==> src/rtl/stream_serializer.sv <==
// Width-down stream serializer: emits the kept lanes of a wide word one per narrow beat.
// Optional macro STREAM_SERIALIZER_MSB_FIRST_EN selects descending lane order.
module stream_serializer #(
    parameter int unsigned NumLanes  = 4,
    parameter int unsigned LaneWidth = 8
) (
    input  logic                          clk_i,
    input  logic                          rst_i,
    input  logic [NumLanes*LaneWidth-1:0] in_data_i,
    input  logic [NumLanes-1:0]           in_keep_i,
    input  logic                          in_valid_i,
    output logic                          in_ready_o,
    output logic [LaneWidth-1:0]          out_data_o,
    output logic                          out_last_o,
    output logic                          out_valid_o,
    input  logic                          out_ready_i
);

    localparam int unsigned IdxWidth = (NumLanes > 1) ? $clog2(NumLanes) : 1;

    localparam logic [0:0] StIdle      = 1'b0;
    localparam logic [0:0] StSerialize = 1'b1;

    logic [0:0]                    r_state;
    logic [NumLanes*LaneWidth-1:0] r_word;
    logic [NumLanes-1:0]           r_mask;

    logic [IdxWidth-1:0]  w_idx;
    logic [NumLanes-1:0]  w_idx_onehot;
    logic [LaneWidth-1:0] w_lane_data;
    logic                 w_last;
    logic                 w_out_valid;
    logic                 w_out_hs;
    logic                 w_in_ready;
    logic                 w_in_hs;

    // Priority scan: the last match written wins, so scan direction picks lowest or highest bit.
    always_comb begin
        w_idx = '0;
`ifdef STREAM_SERIALIZER_MSB_FIRST_EN
        for (int i = 0; i < int'(NumLanes); i++) begin
            if (r_mask[i]) w_idx = IdxWidth'(i);
        end
`else
        for (int i = int'(NumLanes) - 1; i >= 0; i--) begin
            if (r_mask[i]) w_idx = IdxWidth'(i);
        end
`endif
    end

    always_comb begin
        w_idx_onehot = '0;
        w_idx_onehot[w_idx] = 1'b1;
        w_lane_data = '0;
        for (int i = 0; i < int'(NumLanes); i++) begin
            if (w_idx == IdxWidth'(i)) w_lane_data = r_word[i*int'(LaneWidth) +: LaneWidth];
        end
    end

    assign w_last      = (r_mask != '0) && ((r_mask & (r_mask - NumLanes'(1))) == '0);
    assign w_out_valid = (r_state == StSerialize);
    assign w_out_hs    = w_out_valid && out_ready_i;
    assign w_in_ready  = (r_state == StIdle) || (w_out_hs && w_last);
    assign w_in_hs     = in_valid_i && w_in_ready;

    always_ff @(posedge clk_i) begin
        if (rst_i) begin
            r_state <= StIdle;
            r_word  <= '0;
            r_mask  <= '0;
        end else if (w_in_hs) begin
            // An all-zero keep word is consumed without producing any beat.
            if (in_keep_i != '0) begin
                r_state <= StSerialize;
                r_word  <= in_data_i;
                r_mask  <= in_keep_i;
            end else begin
                r_state <= StIdle;
                r_mask  <= '0;
            end
        end else if (w_out_hs) begin
            if (w_last) begin
                r_state <= StIdle;
                r_mask  <= '0;
            end else begin
                r_mask <= r_mask & ~w_idx_onehot;
            end
        end
    end

    assign in_ready_o  = w_in_ready;
    assign out_valid_o = w_out_valid;
    assign out_last_o  = w_out_valid && w_last;
    assign out_data_o  = w_out_valid ? w_lane_data : '0;

endmodule

==> config.mk <==
export PLATFORM = sky130hd
export DESIGN_NAME = stream_serializer
export DESIGN_NICKNAME = d
export VERILOG_FILES = /design/src/rtl/stream_serializer.sv
export SDC_FILE = /design/constraint.sdc
export NUM_CORES = 1
export LEC_CHECK = 0
export BUFFER_PORTS_ARGS = -buffer_cell sky130_fd_sc_hd__clkbuf_2
export CORE_ASPECT_RATIO = 1.4
export CORE_MARGIN = 5
export CORE_UTILIZATION = 50
export CTS_BUF_LIST = sky130_fd_sc_hd__clkbuf_8
export DETAILED_ROUTE_END_ITERATION = 12
export PLACE_DENSITY = 0.78
export SLEW_MARGIN = 10
export SYNTH_ARGS = -nofsm -noshare
export SYNTH_HDL_FRONTEND = slang
export SYNTH_SLANG_ARGS = --single-unit
==> constraint.sdc <==
create_clock -name clk_i -period 2.1 [get_ports clk_i]
set_clock_uncertainty 0.2 [all_clocks]
set_input_delay 0.525 -clock clk_i [delete_from_list [all_inputs] [get_ports clk_i]]
set_output_delay 0.525 -clock clk_i [all_outputs]
set_load 0.005 [all_outputs]
# Word level (Yosys, flattened, before mapping)
# Index checks and enable logic that the tools add are counted.
[totals]
regBits = 37
latchBits = 0
mem_bits_rw = 0
mem_bits_ro = 0
out_inout_bits = 11
memories = 0
[op_classes]
n_addsub = 1
mul = 0
n_div = 0
magnitude_cmp = 2
eq_ne = 3
shifts = 0
mux = 19
n_bitwise = 4
n_reduce_logical = 15
[ops]
columns = ["cell", "n"]
rows = [
  ["8-bit 2-to-1 mux", 5],
  ["4-bit 2-to-1 mux", 4],
  ["4-bit AND", 2],
  ["2-bit 2-to-1 mux", 4],
  ["4-bit nonzero test", 2],
  ["1-bit logical AND", 6],
  ["1-bit 2-to-1 mux", 5],
  ["2-bit == test, second input constant", 2],
  ["4-bit zero test", 1],
  ["4-bit NOT", 1],
  ["2-bit AND reduction", 2],
  ["2-bit nonzero test", 2],
  ["4-bit by 1-bit subtractor with 4-bit output, second input constant", 1],
  ["2-bit by 3-bit less-than comparator with 1-bit output, second input constant", 1],
  ["1-bit demux with 2-bit select", 1],
  ["2-bit by 1-bit == test with 1-bit output, second input constant", 1],
  ["2-bit by 1-bit >= comparator with 1-bit output, second input constant", 1],
  ["2-bit zero test", 1],
  ["1-bit logical OR", 1],
  ["1-bit NOT", 1],
]

# Logic depth before layout (Yosys ltp)
[depth]
word_depth = 13
depth_mapped = 5
depth_no_buf = 4

# Least setup slack after synthesis
# OpenSTA, ideal clock, no wires.
[synth_path]
kind = "register -> register"
start = "register r_mask[1]"
end = "register r_word[0]"
arrival_ps = 1693
setup_slack_ps = 135
path_stages_with_launch = 6
path_buffers = 1
period_less_slack_ps = 1965
cell_sequence = "dfxtp_1 > or3b_1 > o2111a_2 > nor3_4 > buf_8 > mux2i_1"
[synth_via]
elab_chain_cells = 8
word_cells_on_any_way = 9
[synth_rtl]
columns = ["item", "line", "text"]
rows = [
  ["from (decl)", "26", "logic [NumLanes-1:0] r_mask;"],
  ["from (signal assigned)", "76", "r_mask <= in_keep_i;"],
  ["from (signal assigned)", "86", "r_mask <= r_mask & ~w_idx_onehot;"],
  ["4-bit by 1-bit subtractor with 4-bit output", "60", "assign w_last = (r_mask != '0) && ((r_mask & (r_mask - NumLanes'(1))) == '0);"],
  ["4-bit AND", "60", ""],
  ["4-bit zero test", "60", ""],
  ["1-bit logical AND *", "60", ""],
  ["1-bit logical AND *", "63", "assign w_in_ready = (r_state == StIdle) || (w_out_hs && w_last);"],
  ["1-bit logical OR *", "63", ""],
  ["1-bit logical AND *", "64", "assign w_in_hs = in_valid_i && w_in_ready;"],
  ["2-bit AND reduction (no line) *", "n/a", ""],
  ["to (signal assigned)", "75", "r_word <= in_data_i;"],
  ["to (decl)", "25", "logic [NumLanes*LaneWidth-1:0] r_word;"],
]
# Mark *: on every way between the ends. The rest lies on a longest branch, timed or not.
# A chain may end at the register's enable or synchronous reset.

# Worst setup path in the final report
[layout_path]
start = "register r_mask[1]"
end = "output port out_data_o[5]"
[layout_via]
elab_chain_cells = 8
word_cells_on_any_way = 11
[layout_rtl]
columns = ["item", "line", "text"]
rows = [
  ["2-bit 2-to-1 mux * (2 in series)", "46", "if (r_mask[i]) w_idx = IdxWidth'(i);"],
  ["2-bit zero test", "56", "if (w_idx == IdxWidth'(i)) w_lane_data = r_word[i*int'(LaneWidth) +: LaneWidth];"],
  ["8-bit 2-to-1 mux (3 in series)", "56", ""],
  ["8-bit 2-to-1 mux *", "56", ""],
  ["8-bit 2-to-1 mux *", "94", "assign out_data_o = w_out_valid ? w_lane_data : '0;"],
  ["to (decl)", "13", "output logic [LaneWidth-1:0] out_data_o,"],
]
# Marks and branches as above.

==> flow_metrics.tcl <==
set metrics [dict create \
    route.antenna.remaining_nets 0 \
    finalCritPeriodShare 1.093 \
    synth-seq-area-share 0.3564 \
    synth_edf_count 0 \
    violations "negative setup slack" \
    dp_cells 325 \
    cts_buffer_depth 2 \
    antenna_found_initial 0 \
    synth_ff_type "dfxtp_1" \
    vias_per_cell 5.543 \
    min_period_ps 2295 \
    maxCapViolCount 0 \
    firstDrtPassIters 4 \
    io_buffers 50 \
    overflow 0 \
    routed_wl_um 5384 \
    pre_cts_ws_ps 59.51 \
    core_sq_um 3986 \
    die_w_um 64.49 \
    synth_seq_cells 37 \
    synthCells 235 \
    cts.sinks 37 \
    required_ps 1370 \
    end_kind "output port" \
    io_pins 51 \
    clkTransAtPathRegs_ps 70 \
    area_delta_synth_final_pct 29.98 \
    cts.htree.levels 2 \
    drt_first_iter_violations 123 \
    clk_latency_ps 290 \
    worst_pin_slew_ps 382.6 \
    gp_congestion 0.8839 \
    status "complete, but fails checks" \
    synth.distinct_cells 31 \
    grt_max_degree 36 \
    syn-num-nets 275 \
    syn_area_sq_um 2078 \
    grt_pass1_vias 1849 \
    num-nets-final 337 \
    final_util 0.6777 \
    critical-path-top-delay-family "flip-flops" \
    drive_gt1_frac 0.3389 \
    slowest_delay_ps 360 \
    p_total_mw 1.791 \
    p_clk_frac 0.256 \
    fill_cells 331 \
    whs_ps 269.7 \
    insertedDiodeCount 0 \
    startpoint_type "flop" \
    root_buffer "clkbuf_8" \
    rsz0062_at_grt "yes" \
    switching_power_mw 0.5320 \
    wire_per_inst_um 15.79 \
    fmax_ghz 0.4358 \
    hold_path_class "input pin to flop" \
    switching_share 0.2970 \
    dieArea_sq_um 5564 \
    setup_viol 10 \
    fin_area_sq_um 2701 \
    numCtsBuffers 5 \
    cts_tree "done" \
    start_util 0.5213 \
    path_buf_inv 2 \
    crit_type "flop to output port" \
    slew_viol_final 0 \
    die_h_um 86.28 \
    grt_usage 0.1821 \
    final.setup.tns_ps -1153 \
    grt_pass1_wl_um 7990 \
    fin_cells 341 \
    p_int_mw 1.259 \
    irDropWorstVdd_uv 563.5 \
    cts_hold_buf 0 \
    p_seq_frac 0.457 \
    avgSynthCellArea_sq_um 8.844 \
    slew_headroom 0.7447 \
    rows 27 \
    cp.arrival_ps 1570 \
    dpl_cell_area_sq_um 2415 \
    slowest_stage "dfxtp_4" \
    dp_hpwl_um 3541 \
    async_reset_ff_frac 0 \
    p_per_area_nw_per_um2 663.0 \
    crit_chain "buf_4 > nor2_1 > nand2_2 > o21ai_0 > a21oi_2 > clkbuf_2" \
    yosys_warnings 0 \
    leakagePower_nw 1.167 \
    drc 0 \
    pwr-share-comb 0.286 \
    hold_viol 0 \
    vias 1890 \
    setup_slack_ps -194.7 \
    path_max_fanout 9 \
]
tightest hold or removal path, cell delays in order:
cell	delay, ps
clkbuf_2	80
nand2b_1	50
mux2i_1	60
power groups by stage:
stage	combinational [mW]	sequential, mW	clock (mW)
3_3_place_gp	0.412	0.823	0
2_1_floorplan	0.294	0.804	0
6_report	0.513	0.819	0.459
5_1_grt	0.557	0.825	0.506
3_5_place_dp	0.419	0.824	0
4_1_cts	0.447	0.812	0.470
worst paths after layout:
check	end	slack (ps)	from	depth (start not counted)
worst max-delay path	out_data_o[5]	-190	r_mask[1]	6
worst min-delay path	r_word[26]	270	in_data_i[26]	3
worst max register to register	r_word[5]	70	r_mask[3]	7
worst min register to register	r_word[31]	280	r_word[31]	2
final cells by class:
cell class / count / area [sq um] / area share
Sequential cell: 37 / 754.5 / 0.2793
Timing Repair inverter: 1 / 7.507 / 0.002779
Clock buffer: 5 / 68.82 / 0.02547
Tap cell: 43 / 53.80 / 0.01992
Multi-Input combinational cell: 179 / 1306 / 0.4836
Clock inverter: 3 / 11.26 / 0.004169
Inverter: 3 / 15.01 / 0.005558
Timing Repair Buffer: 70 / 484.2 / 0.1792
cells in the mapped netlist, drive strengths merged, types with 2 or more instances:
master / instances / area, sq um
a21oi: 13 / 65.06
clkbuf: 14 / 52.55
a211o: 8 / 70.07
inv: 3 / 11.26
nand2: 11 / 41.29
o21ai: 9 / 45.04
nor3: 2 / 21.27
dfxtp: 37 / 740.7
o311ai: 2 / 17.52
mux2i: 32 / 320.3
nand2b: 72 / 450.4
buf: 3 / 45.04
nand4: 4 / 25.02
nand3: 8 / 40.04
nor2: 2 / 7.510
cell usage in the layout, fill, tap and decap left out, drive strengths merged:
master    instances
a211o             8
a21oi            13
a31o              1
buf              26
clkbuf           49
clkinvlp          2
dfxtp            37
inv               5
mux2i            32
nand2            11
nand2b           72
nand3             8
nand4             4
nor2              2
nor2b             2
nor3              2
o2111a            1
o2111ai           1
o211a             1
o211ai            1
o21ai             9
o22a              1
o22ai             1
o311ai            2
o31a              1
o31ai             1
o41ai             1
or2               1
or3b              1
or4               1
xnor2             1
cells by family after synthesis:
group / after synthesis / share of synthesized area
XOR/XNOR: 1 / 0.004215
AND/OR/NAND/NOR: 103 / 0.2956
buffers and inverters: 20 / 0.05238
multiplexers: 32 / 0.1541
flip-flops: 37 / 0.3564
AO/OA/AOI/OAI: 42 / 0.1373
sequential cells by signal (all words and copies together), names as in the netlist:
| name | cells |
|---|---|
| r_mask | 4 |
| r_word | 32 |
| out_valid_o | 1 |
metal layers:
metal	track usage	share of wire
met1	0.1933	0.40
met2	0.3374	0.53
met3	0.04021	0.042
met4	0.08462	0.029
met5	0	0
repair_timing:
action                                  CTS  global route
resized for setup                        20            23
gates cloned                              0             5
endpoints found under the setup margin   10            39
buffers inserted                          2             2
pin swaps                                21             7
No activity file was read; power rests on OpenSTA's default activity.
